## config.mk

```make
export PLATFORM = sky130hd
export DESIGN_NAME = vector_store_arbiter
export DESIGN_NICKNAME = d
export VERILOG_FILES = /design/src/rtl/vector_store_arbiter_pkg.sv /design/src/rtl/vector_store_arbiter.sv
export SDC_FILE = /design/constraint.sdc
export NUM_CORES = 1
export LEC_CHECK = 0
export CAP_MARGIN = 20
export CORE_ASPECT_RATIO = 1.2
export CORE_MARGIN = 2
export CORE_UTILIZATION = 24
export DETAILED_ROUTE_END_ITERATION = 12
export HOLD_SLACK_MARGIN = 0.05
export MAX_ROUTING_LAYER = met4
export PLACE_DENSITY_LB_ADDON = 0.2
export SETUP_SLACK_MARGIN = 0.4
export SYNTH_ARGS = -nofsm -noshare
export SYNTH_HDL_FRONTEND = slang
export SYNTH_SLANG_ARGS = --single-unit
```

## constraint.sdc

```tcl
create_clock -name clk -period 2.4 [get_ports clk]
set_input_delay 0.36 -clock clk [delete_from_list [all_inputs] [get_ports clk]]
set_output_delay 0.36 -clock clk [all_outputs]
set_load 0.03 [all_outputs]
```

## src/rtl/vector_store_arbiter_pkg.sv

```systemverilog
// Shared definitions for the vector store arbiter: default widths and store port tags.
package vector_store_arbiter_pkg;

    localparam int unsigned DefValueWidth   = 16;
    localparam int unsigned DefAddressWidth = 10;

    typedef enum logic {
        PORT1 = 1'b0,
        PORT2 = 1'b1
    } port_tag_e;

endpackage

```

## src/rtl/vector_store_arbiter.sv

```systemverilog
// Two-requester arbiter in front of a dual-read, single-write store with registered outputs.
// Writes always go through store port 1; reads take whichever port the cycle leaves free.
module vector_store_arbiter
    import vector_store_arbiter_pkg::*;
#(
    parameter int unsigned value_width   = DefValueWidth,
    parameter int unsigned address_width = DefAddressWidth
) (
    input  logic                     clk,
    input  logic                     reset,

    input  logic                     req0_valid,
    input  logic                     req0_we,
    input  logic [address_width-1:0] req0_address,
    input  logic [value_width-1:0]   req0_write_value,
    output logic                     req0_ready,
    output logic                     rsp0_valid,
    output logic [value_width-1:0]   rsp0_read_val,

    input  logic                     req1_valid,
    input  logic                     req1_we,
    input  logic [address_width-1:0] req1_address,
    input  logic [value_width-1:0]   req1_write_value,
    output logic                     req1_ready,
    output logic                     rsp1_valid,
    output logic [value_width-1:0]   rsp1_read_val,

    output logic                     st_wr_en,
    output logic [address_width-1:0] st_address1,
    output logic [address_width-1:0] st_address2,
    output logic [value_width-1:0]   st_write_value,
    input  logic [value_width-1:0]   st_read_val1,
    input  logic [value_width-1:0]   st_read_val2
);

    logic      wr0, wr1, rd0, rd1;
    logic      contested;
    logic      grant_wr0, grant_wr1;
    logic      acc_rd0, acc_rd1;
    logic      rr_ptr_q, rr_ptr_d;
    logic      rsp0_valid_q, rsp1_valid_q;
    port_tag_e tag0_q, tag0_d;
    port_tag_e tag1_q, tag1_d;

    // Request decode and grant. Only a write/write collision can stall anyone.
    always_comb begin
        wr0       = req0_valid & req0_we;
        wr1       = req1_valid & req1_we;
        rd0       = req0_valid & ~req0_we;
        rd1       = req1_valid & ~req1_we;
        contested = wr0 & wr1;

        req0_ready = 1'b0;
        req1_ready = 1'b0;
        if (!reset) begin
            req0_ready = !(contested && rr_ptr_q);
            req1_ready = !(contested && !rr_ptr_q);
        end

        grant_wr0 = wr0 & req0_ready;
        grant_wr1 = wr1 & req1_ready;
        acc_rd0   = rd0 & req0_ready;
        acc_rd1   = rd1 & req1_ready;

        rr_ptr_d = rr_ptr_q ^ (contested & (grant_wr0 | grant_wr1));
    end

    // Store port steering; unused ports are parked at zero.
    always_comb begin
        st_wr_en       = grant_wr0 | grant_wr1;
        st_address1    = '0;
        st_address2    = '0;
        st_write_value = '0;
        tag0_d         = PORT1;
        tag1_d         = PORT2;

        if (grant_wr0) begin
            st_address1    = req0_address;
            st_write_value = req0_write_value;
        end else if (grant_wr1) begin
            st_address1    = req1_address;
            st_write_value = req1_write_value;
        end else if (acc_rd0) begin
            st_address1 = req0_address;
        end

        if (acc_rd1) begin
            st_address2 = req1_address;
        end else if (acc_rd0 && grant_wr1) begin
            // req1 owns port 1 for its write, so req0's read moves to port 2.
            st_address2 = req0_address;
            tag0_d      = PORT2;
        end
    end

    always_ff @(posedge clk) begin
        if (reset) begin
            rr_ptr_q     <= 1'b0;
            rsp0_valid_q <= 1'b0;
            rsp1_valid_q <= 1'b0;
            tag0_q       <= PORT1;
            tag1_q       <= PORT1;
        end else begin
            rr_ptr_q     <= rr_ptr_d;
            rsp0_valid_q <= acc_rd0;
            rsp1_valid_q <= acc_rd1;
            if (acc_rd0) begin
                tag0_q <= tag0_d;
            end
            if (acc_rd1) begin
                tag1_q <= tag1_d;
            end
        end
    end

    // Masking with reset drops a response whose read was accepted just before reset rose.
    assign rsp0_valid    = rsp0_valid_q & ~reset;
    assign rsp1_valid    = rsp1_valid_q & ~reset;
    assign rsp0_read_val = (tag0_q == PORT2) ? st_read_val2 : st_read_val1;
    assign rsp1_read_val = (tag1_q == PORT2) ? st_read_val2 : st_read_val1;

`ifndef SYNTHESIS
    a_single_write: assert property (@(posedge clk) !(grant_wr0 && grant_wr1));
    a_no_write_in_reset: assert property (@(posedge clk) reset |-> !st_wr_en);
`endif

endmodule

```

Word level (Yosys, flattened, before mapping)
Index checks and enable logic that the tools add are counted.
W data, S select, Z words.
- bits in writable memories: 0
- latch bits: 0
- memories: 0
- bits in registers: 5
- logic and storage cells: 41
- output and inout bits: 73
- bits in read-only memories: 0
- muxes and demuxes: 13
- $mul: 0
- equality and inequality tests: 0
- divide/modulo/power cells: 0
- shift-type cells: 0
- bitwise operators: 17
- $add $sub $neg: 0
- reductions and logical operators: 6
- magnitude comparators: 0
- operator list (kind ; count):
    $mux W16 ; 4
    $mux W10 ; 5
    $and A1 B1 Y1 ; 12
    $mux W1 ; 4
    $logic_and A1 B1 Y1 ; 3
    $logic_not A1 Y1 ; 3
    $not A1 Y1 ; 3
    $or A1 B1 Y1 ; 1
    $xor A1 B1 Y1 ; 1

Depth between registers and ports, before layout
Gate-level depths: netlist of run 1.
- word-level depth: 9
- gate-level depth with buffers: 6
- depth with buffers taken out: 3

Worst setup path before layout of run 1
Ideal clock, no wire load.
- path type: input-to-output
- start: in reset
- end: out st_address1[0]
- stages: 4
- data arrival time: 1.439 ns
- required time: 2.040 ns
- buffers on the path: 1
- setup slack: 0.601 ns
- cells stage by stage: buf_2 nand2b_1 a31oi_2 a22o_1
- longest elaborated chain between the ends: 5
- elaborated cells on any way between the ends: 8
- those cells by class: mux: 5; bitwise: 3
- ends and longest elaborated chain (item ; RTL line ; text):
    from (decl) ; vector_store_arbiter.sv:10 ; input logic reset,
    $mux W1 ; vector_store_arbiter.sv:55 ; if (!reset) begin
    $and A1 B1 Y1 ; vector_store_arbiter.sv:62 ; acc_rd0 = rd0 & req0_ready;
    $mux W10 ; vector_store_arbiter.sv:83 ; end else if (acc_rd0) begin
    $mux W10 ; vector_store_arbiter.sv:80 ; end else if (grant_wr1) begin
    $mux W10 (*) ; vector_store_arbiter.sv:77 ; if (grant_wr0) begin
    to (decl) ; vector_store_arbiter.sv:29 ; output logic [address_width-1:0] st_address1,
Mark *: on every way between the ends. The rest lies on a longest branch, timed or not.

Worst setup path after layout of run 1
- start: in req1_valid
- end: out st_address2[3]
- longest elaborated chain between the ends: 9
- elaborated cells on any way between the ends: 15
- those cells by class: mux: 4; bitwise: 6; reduce/logical: 5
- ends and longest elaborated chain (item ; RTL line ; text):
    from (decl) ; vector_store_arbiter.sv:20 ; input logic req1_valid,
    $and A1 B1 Y1 ; vector_store_arbiter.sv:48 ; wr1 = req1_valid & req1_we;
    $and A1 B1 Y1 ; vector_store_arbiter.sv:51 ; contested = wr0 & wr1;
    $logic_and A1 B1 Y1 (on tied branches) ; vector_store_arbiter.sv:56, vector_store_arbiter.sv:57 ;
    $logic_not A1 Y1 (on tied branches) ; vector_store_arbiter.sv:56, vector_store_arbiter.sv:57 ;
    $mux W1 ; vector_store_arbiter.sv:55 ;
    $and A1 B1 Y1 (on tied branches) ; vector_store_arbiter.sv:62, vector_store_arbiter.sv:61 ;
    $logic_and A1 B1 Y1 ; vector_store_arbiter.sv:89 ; end else if (acc_rd0 && grant_wr1) begin
    $mux W10 ; vector_store_arbiter.sv:89 ;
    $mux W10 (*) ; vector_store_arbiter.sv:87 ; if (acc_rd1) begin
    to (decl) ; vector_store_arbiter.sv:30 ; output logic [address_width-1:0] st_address2,
Marks and branches as above.

==> summary.md, run 1 <==
| Metric | Value |
|---|---|
| Syn_nets | 198 |
| CTS Buffer Depth | 2 |
| Routed wire length | between 5000 and 6000 um |
| DR vias/cell | ~4.9 |
| First-pass DRT Iterations | 6 |
| Outcome | finished, final reports clean |
| Number of global-route vias before repair | roughly 1600 |
| Port bufs | 162 |
| Worst R2R Start | rr_ptr_q |
| Sequential power share | 0.108 |
| Slowest cell on the critical path | bufbuf_16 |
| Initial antenna violation count | 0 |
| Total of warnings raised by yosys | 0 |
| Row count | 26 |
| CP dominant cell by count | buf_4 |
| Hold WC Path Type | input pin to flip-flop |
| HP Start | reset |
| CP cell instances | dlygate4sd2_1 -> nand2_2 -> buf_4 -> nor3_4 -> bufbuf_16 -> a22o_1 -> buf_4 |
| CP peak stage delay | approximately 280 ps |
| Htree depth | 1 |
| Worst Setup Slack post-DPL | -18.55 ps |
| PD cells | about 290 mW/mm^2 |
| Worst Reg-to-Reg Cells | 2 |
| Syn_area_per_cell | 9.569 sq um |
| Clock Power Share | 0.183 |
| Ports | 163 |
| Crit-path max FO | 5 |
| Routing usage on met3 | 0.07090 |
| Initial drt markers | 56 |
| RSZ-0062 raised after global routing | yes |
| Skew final | 0 ps |
| Pin count of the biggest net entering global routing | 27 |
| R2R setup slack | about 1400 ps |
| Clock buffer count from CTS | 3 |
| Synthesis-stage register bit count | 5 |
| Final period util | 0.8124 |
| Transition time of the tightest slew-check pin | 363.9 ps |
| Startpoint types | input pin |
| Placed cell count | 330 |
| Final Hold Viols | 0 |
| Cell Area, Placed | roughly 0.0028 sq mm |
| Net Sw Frac | 0.3879 |
| Clock-pin slew on the worst setup and hold paths | roughly 30 ps |
| Arrival @ worst endpoint | 1590 ps |
| DRC Markers | 0 |
| GRT Max-Usage Layer | met2 |
| Gr usage total | 0.2084 |
| Fin util | 0.6834 |
| Starting density of the core | 0.2463 |
| Rel. slew slack | 0.7566 |
| Die area | approximately 0.0048 sq mm |
| CTS tree | yes |
| Final nets | 374 |
| Required time of the critical path | between 2000 and 2500 ps |
| Combinational Power Share | 0.709 |
| Worst hold path stage count | 2 |
| Met1 Usage GRT | 0.2317 |
| Vias after detailed routing | between 1500 and 2000 |
| Worst Hold Path EP | tag0_q |
| GR Util met2 | 0.3657 |
| Congestion Overflow GR | 0 |
| Die extent in x | between 60 and 70 um |
| Register area share after synthesis | 0.09685 |
| Tightest hold margin | between 300 and 400 ps |
| Worst R2R End | rr_ptr_q |
| Final Slew Violations | 0 |
| Post-Syn Area | a little over 0.001 sq mm |
| Gate Count Post-Synth | approximately 110 |
| Pint | a little over 500 uW |
| Fmax | between 500 and 600 MHz |
| Sink Count | 5 |
| Max-Cap Viols | 0 |
| GPL Wtd Cong | roughly 0.74 |
| Synth unique cells | 24 |
| Setup CP Type | input pin to primary output |
| Skew-Pair Late Insertion Delay | approximately 220 ps |
| Final worst setup slack | about 450 ps |
| DP HPWL | a little over 4000 um |
| Clock root buffer | clkbuf_8 |
| Share of cells above drive strength 1 | 0.3746 |
| Fin area | 0.002868 sq mm |
| Area Overhead vs Synth | 177.5% |
| Crit path capture type | primary output |
| First-pass GRT wire length | 7700 um |
| Psw | between 300 and 400 uW |
| VDD IR max | between 0.2 and 0.25 mV |
| Final Setup Violations | 0 |
| N_diodes | 0 |
| ANT nets after route | 0 |
| Cell Count, Final, Fillers Out | roughly 340 |
| Core area | 0.004197 sq mm |
| DR WL/cell | 15.54 um |
| Leakage | between 1 and 1.5 nW |
| Chip height | 75.89 um |
| Final min period | 1950 ps |
how the worst max path moves through the flow:
stage / startpoint / endpoint / slack, ps / cells past startpoint
global route: req1_valid / st_address2[3] / 390 / 7
global placement: req1_valid / req1_ready / -10 / 5
floorplan: reset / st_address1[0] / 600 / 4
detailed placement: req1_valid / req1_ready / -20 / 5
finish: req1_valid / st_address2[3] / 450 / 7
CTS: req1_valid / st_address2[3] / 400 / 7
metrics by stage:
stage | power [mW] | setup TNS [ps]
CTS | 0.8327 | 0
global placement | 0.6928 | -13.44
global route | 0.8720 | 0
detailed placement | 0.6949 | -18.55
finish | 0.8274 | 0
floorplan | 0.3684 | 0
cells in the mapped netlist:
master	number	area (sq um)
dfxtp_1	5	100.1
nand2_4	1	11.26
mux2_2	32	360.4
o2111a_1	1	11.26
nor2_1	2	7.510
buf_4	1	7.510
a311oi_4	1	26.28
a31oi_2	1	12.51
and2_1	1	6.260
nor2b_1	2	12.51
buf_8	1	15.01
a21oi_1	4	20.02
nand2_1	1	3.750
buf_2	4	20.02
or3_1	2	12.51
a21o_1	1	7.510
o21ai_0	2	10.01
buf_6	2	22.52
clkbuf_1	2	7.510
nor3b_1	1	7.510
inv_1	2	7.510
a22o_1	36	315.3
nand2b_1	2	12.51
nor3_4	1	16.27
cells in the final DEF (no fill, tap or decap):
master	Yosys	final
a31oi_2	1	1
a21o_1	1	1
inv_1	2	2
nor2b_1	2	2
buf_6	2	5
o2111a_1	1	1
bufbuf_16	0	1
buf_16	0	1
buf_2	4	2
clkbuf_1	2	1
a21oi_1	4	4
buf_4	1	43
nor2_1	2	2
nand2_4	1	1
a22o_4	0	4
mux2_2	32	32
nor3_4	1	1
and2_1	1	1
clkbuf_8	0	3
nand2b_1	2	2
a22o_1	36	32
o21ai_0	2	2
buf_12	0	7
a311oi_4	1	1
dlygate4sd2_1	0	33
or3_1	2	2
nand2_2	0	1
nor3b_1	1	1
clkdlybuf4s50_1	0	86
dfxtp_1	5	5
clkbuf_2	0	3
registers in the layout, indices dropped and copies added (netlist names):
register,count
rr_ptr_q,1
rsp0_valid_q,1
rsp1_valid_q,1
tag0_q,1
tag1_q,1
critical path: cells and delay by family:
family,cells,cell delay (ps)
compound gates,1,110
buf+inv,4,850
simple gates,2,280
area by class of cell:
class | instances | area, sq um
Multi-Input combinational cell | 91 | 890.9
Clock buffer | 4 | 45.04
Timing Repair Buffer | 181 | 1754
Sequential cell | 5 | 100.1
Fill cell | 372 | 1329
Inverter | 2 | 7.507
Tap cell | 56 | 70.07
kinds of logic after synthesis:
group,after synthesis,synth area share
flops,5,0.09686
buf+inv,12,0.07748
mux,32,0.3487
simple gates,13,0.08717
compound gates,46,0.3898
layer usage:
layer / wire length (um) / vias up
li1: - / 797
met1: 2035 / 754
met2: 2563 / 116
met3: 600 / 6
met4: 67 / 0
met5: 0 / -
timing repair:
action                                  CTS  global route
setup buffers                             3             0
hold buffers                              0             0
gates cloned                              2             0
pin swaps                                 3             1
endpoints found under the setup margin   71            36
gates resized for setup                  54             8
power groups by stage:
stage,clock network [mW],logic (mW),registers [mW]
floorplan,0,0.279,0.0898
global placement,0,0.603,0.0902
detailed placement,0,0.605,0.0903
CTS,0.155,0.588,0.0891
global route,0.164,0.619,0.0894
finish,0.151,0.587,0.0891
Power figures use the tool's default switching activity.
==> inputs of run 2 (changes only) <==
--- a/config.mk
+++ b/config.mk
@@ -8,7 +8,7 @@
 export CAP_MARGIN = 20
 export CORE_ASPECT_RATIO = 1.2
 export CORE_MARGIN = 2
-export CORE_UTILIZATION = 24
+export CORE_UTILIZATION = 20
 export DETAILED_ROUTE_END_ITERATION = 12
 export HOLD_SLACK_MARGIN = 0.05
 export MAX_ROUTING_LAYER = met4
==> constraint.sdc (replaced) <==
create_clock -name clk -period 1.7 [get_ports clk]
set_input_delay 0.255 -clock clk [delete_from_list [all_inputs] [get_ports clk]]
set_output_delay 0.255 -clock clk [all_outputs]
set_load 0.03 [all_outputs]
==> run 2 against run 1 <==
Net effect: routed wire length increased by 8.5%; total power is 71% higher; sequential cell count unchanged; critical endpoint is now st_address1[2]; utilization increased by 5.0 points; final cell count rose by 5.6%; clock skew unchanged; largest power group unchanged.
==> summary.md, run 2 (same netlist as run 1, synthesis figures left out) <==
| Metric | Value |
|---|---|
| Fillers | 349 (was 372) |
| Share of cells above drive strength 1 | 0.6544 (was 0.3746) |
| Crit path capture type | primary output (unchanged) |
| Clock root buffer | clkbuf_8 (unchanged) |
| R2R setup slack | 790 ps (was 1410 ps) |
| DP HPWL | 4180 um (was 4114 um) |
| Pin count of the biggest net entering global routing | 19 (was 27) |
| Starting density of the core | 0.2077 (was 0.2463) |
| Final period util | 0.9805 |
| Power consumption | 1.418 mW (was 827.4 uW) |
| DRC Markers | 0 (unchanged) |
| Routed wire length | 5713 um (was 5267 um) |
| Rel. slew slack | 0.8173 (was 0.7566) |
| Row count | 28 (was 26) |
| Core area | 0.004975 sq mm (was 0.004197 sq mm) |
| RSZ-0062 raised after global routing | yes (unchanged) |
| Setup_tns | 0 ps (unchanged) |
| Vias after detailed routing | 1702 (was 1673) |
| Ports | 163 (unchanged) |
| Hold WC Path Type | input pin to flip-flop (unchanged) |
| Transition time of the tightest slew-check pin | 273.7 ps (was 363.9 ps) |
| Most common cell after layout, fill and taps aside | clkdlybuf4s50_1 (unchanged) |
| Skew final | 0 ps (unchanged) |
| Psw | 513.8 uW (was 321.0 uW) |
| Footprint of the multi-input gates | 0.001215 sq mm (was 890.9 sq um) |
| Initial antenna violation count | 0 (unchanged) |
| Die extent in x | 69.62 um (was 63.91 um) |
| CTS Buffer Depth | 2 (unchanged) |
| FF+latch area | 111.4 sq um (was 100.1 sq um) |
| ANT nets after route | 0 (unchanged) |
| Number of global-route vias before repair | 1736 (was 1556) |
| Clock Power Share | 0.151 (was 0.183) |
| PD cells | 388.8 mW/mm^2 (was 288.5 mW/mm^2) |
| Final nets | 389 (was 374) |
| Max-Cap Viols | 0 (unchanged) |
| First-pass GRT wire length | 8155 um (was 7700 um) |
| CTS tree | yes (unchanged) |
| Final Slew Violations | 0 (unchanged) |
| Final Setup Violations | 0 (unchanged) |
| Required time of the critical path | 1440 ps (was 2040 ps) |
| Final worst setup slack | 33.16 ps (was 450.2 ps) |
| Crit-path max FO | 8 (was 5) |
| Worst Setup Slack post-DPL | -311.2 ps (was -18.55 ps) |
| Area Overhead vs Synth | 252.9% (was 177.5%) |
| Skew-Pair Late Insertion Delay | 210 ps (was 220 ps) |
| N_diodes | 0 (unchanged) |
| DR WL/cell | 15.96 um (was 15.54 um) |
| Setup CP Type | flip-flop to primary output (was input pin to primary output) |
| Fmax | between 500 and 600 MHz |
| Arrival @ worst endpoint | 1410 ps (was 1590 ps) |
| Die area | 0.005761 sq mm (was 0.004849 sq mm) |
| Chip height | 82.75 um (was 75.89 um) |
| Clock-pin slew on the worst setup and hold paths | 30 ps (about the same) |
| Congestion Overflow GR | 0 (unchanged) |
| Final min period | around 1700 ps |
| First-pass DRT Iterations | 4 (was 6) |
| Startpoint types | flip-flop (was input pin) |
| Sink Count | 5 (unchanged) |
| VDD IR max | 0.2286 mV (was 0.2071 mV) |
| Port bufs | 162 (unchanged) |
| Most frequent cells in the layout | clkdlybuf4s50_1 (84), buf_6 (81), mux2_4 (32) (was clkdlybuf4s50_1 (86), buf_4 (43), dlygate4sd2_1 (33)) |
| Leakage | 1.678 nW (was 1.270 nW) |
| Gr usage total | 0.1812 (was 0.2084) |
| DR vias/cell | 4.754 (was 4.935) |
| Initial drt markers | 18 (was 56) |
| Combinational Power Share | 0.758 (was 0.709) |
| Outcome | finished, final reports clean (unchanged) |
| Net Sw Frac | 0.3623 (was 0.3879) |
| Sequential power share | 0.091 (was 0.108) |
| Pint | 904.3 uW (was 506.5 uW) |
| Final Hold Viols | 0 (unchanged) |
| GPL Wtd Cong | 0.7145 (was 0.7435) |
| Htree depth | 1 (unchanged) |
| Clock buffer count from CTS | 3 (unchanged) |
==> run 2: cell count changes in the layout (fill, tap and decap cells not counted), moves of 27 or more <==
cell           previous run  this run
dlygate4sd2_1            33         0
a22o_1                   32         0
buf_6                     5        81
mux2_2                   32         0
buf_4                    43        16
mux2_4                    0        32
==> run 2: worst paths after layout <==
check | startpoint | to | cells after the start
setup / recovery | rr_ptr_q | st_address1[2] | 4
hold / removal | req1_valid | tag0_q | 4
setup reg to reg | rr_ptr_q | rr_ptr_q | 2
hold reg to reg | tag1_q | tag1_q | 1
==> run 2: stage by stage <==
stage	cells	hold slack, ps	instance area (sq um)	util
global route	358	463.4	3647	0.7331
CTS	356	444.4	3543	0.7123
finish	358	442.1	3647	0.7331
floorplan	108	327.4	1306	-
global placement	337	499.3	2918	0.5865
detailed placement	337	509.0	2918	0.5865
==> run 2: what timing repair did <==
item	CTS	global route
pin swaps	14	4
setup endpoints to repair	75	70
cloned	5	1
resized for setup	123	27
hold buffers	0	0
setup buffers	10	1
==> run 2: metal layers <==
layer | part of all wire | vias up | track usage
met4 | 0 | 0 | 0.02308
li1 | - | 827 | -
met5 | 0 | - | -
met3 | 0.060 | 0 | 0.03398
met1 | 0.36 | 788 | 0.1835
met2 | 0.58 | 87 | 0.3740
==> run 2: critical path: stages (launching register included) <==
cell and delay, ps:
dfxtp_4 350, o2111a_2 300, buf_8 150, a22o_4 250
buf_6 130
==> run 2: final cells by class <==
cell class	count	area share
Timing Repair Buffer	196	0.6014
Multi-Input combinational cell	91	0.3331
Sequential cell	5	0.03053
Tap cell	60	0.02058
Clock buffer	4	0.01235
Inverter	2	0.002058
==> run 2: power by group through the flow <==
stage | registers [mW] | logic [mW] | clock network [mW]
4_1_cts | 0.131 | 1.05 | 0.223
3_3_place_gp | 0.130 | 0.887 | 0
2_1_floorplan | 0.127 | 0.460 | 0
6_report | 0.129 | 1.07 | 0.214
3_5_place_dp | 0.130 | 0.891 | 0
5_1_grt | 0.130 | 1.12 | 0.231
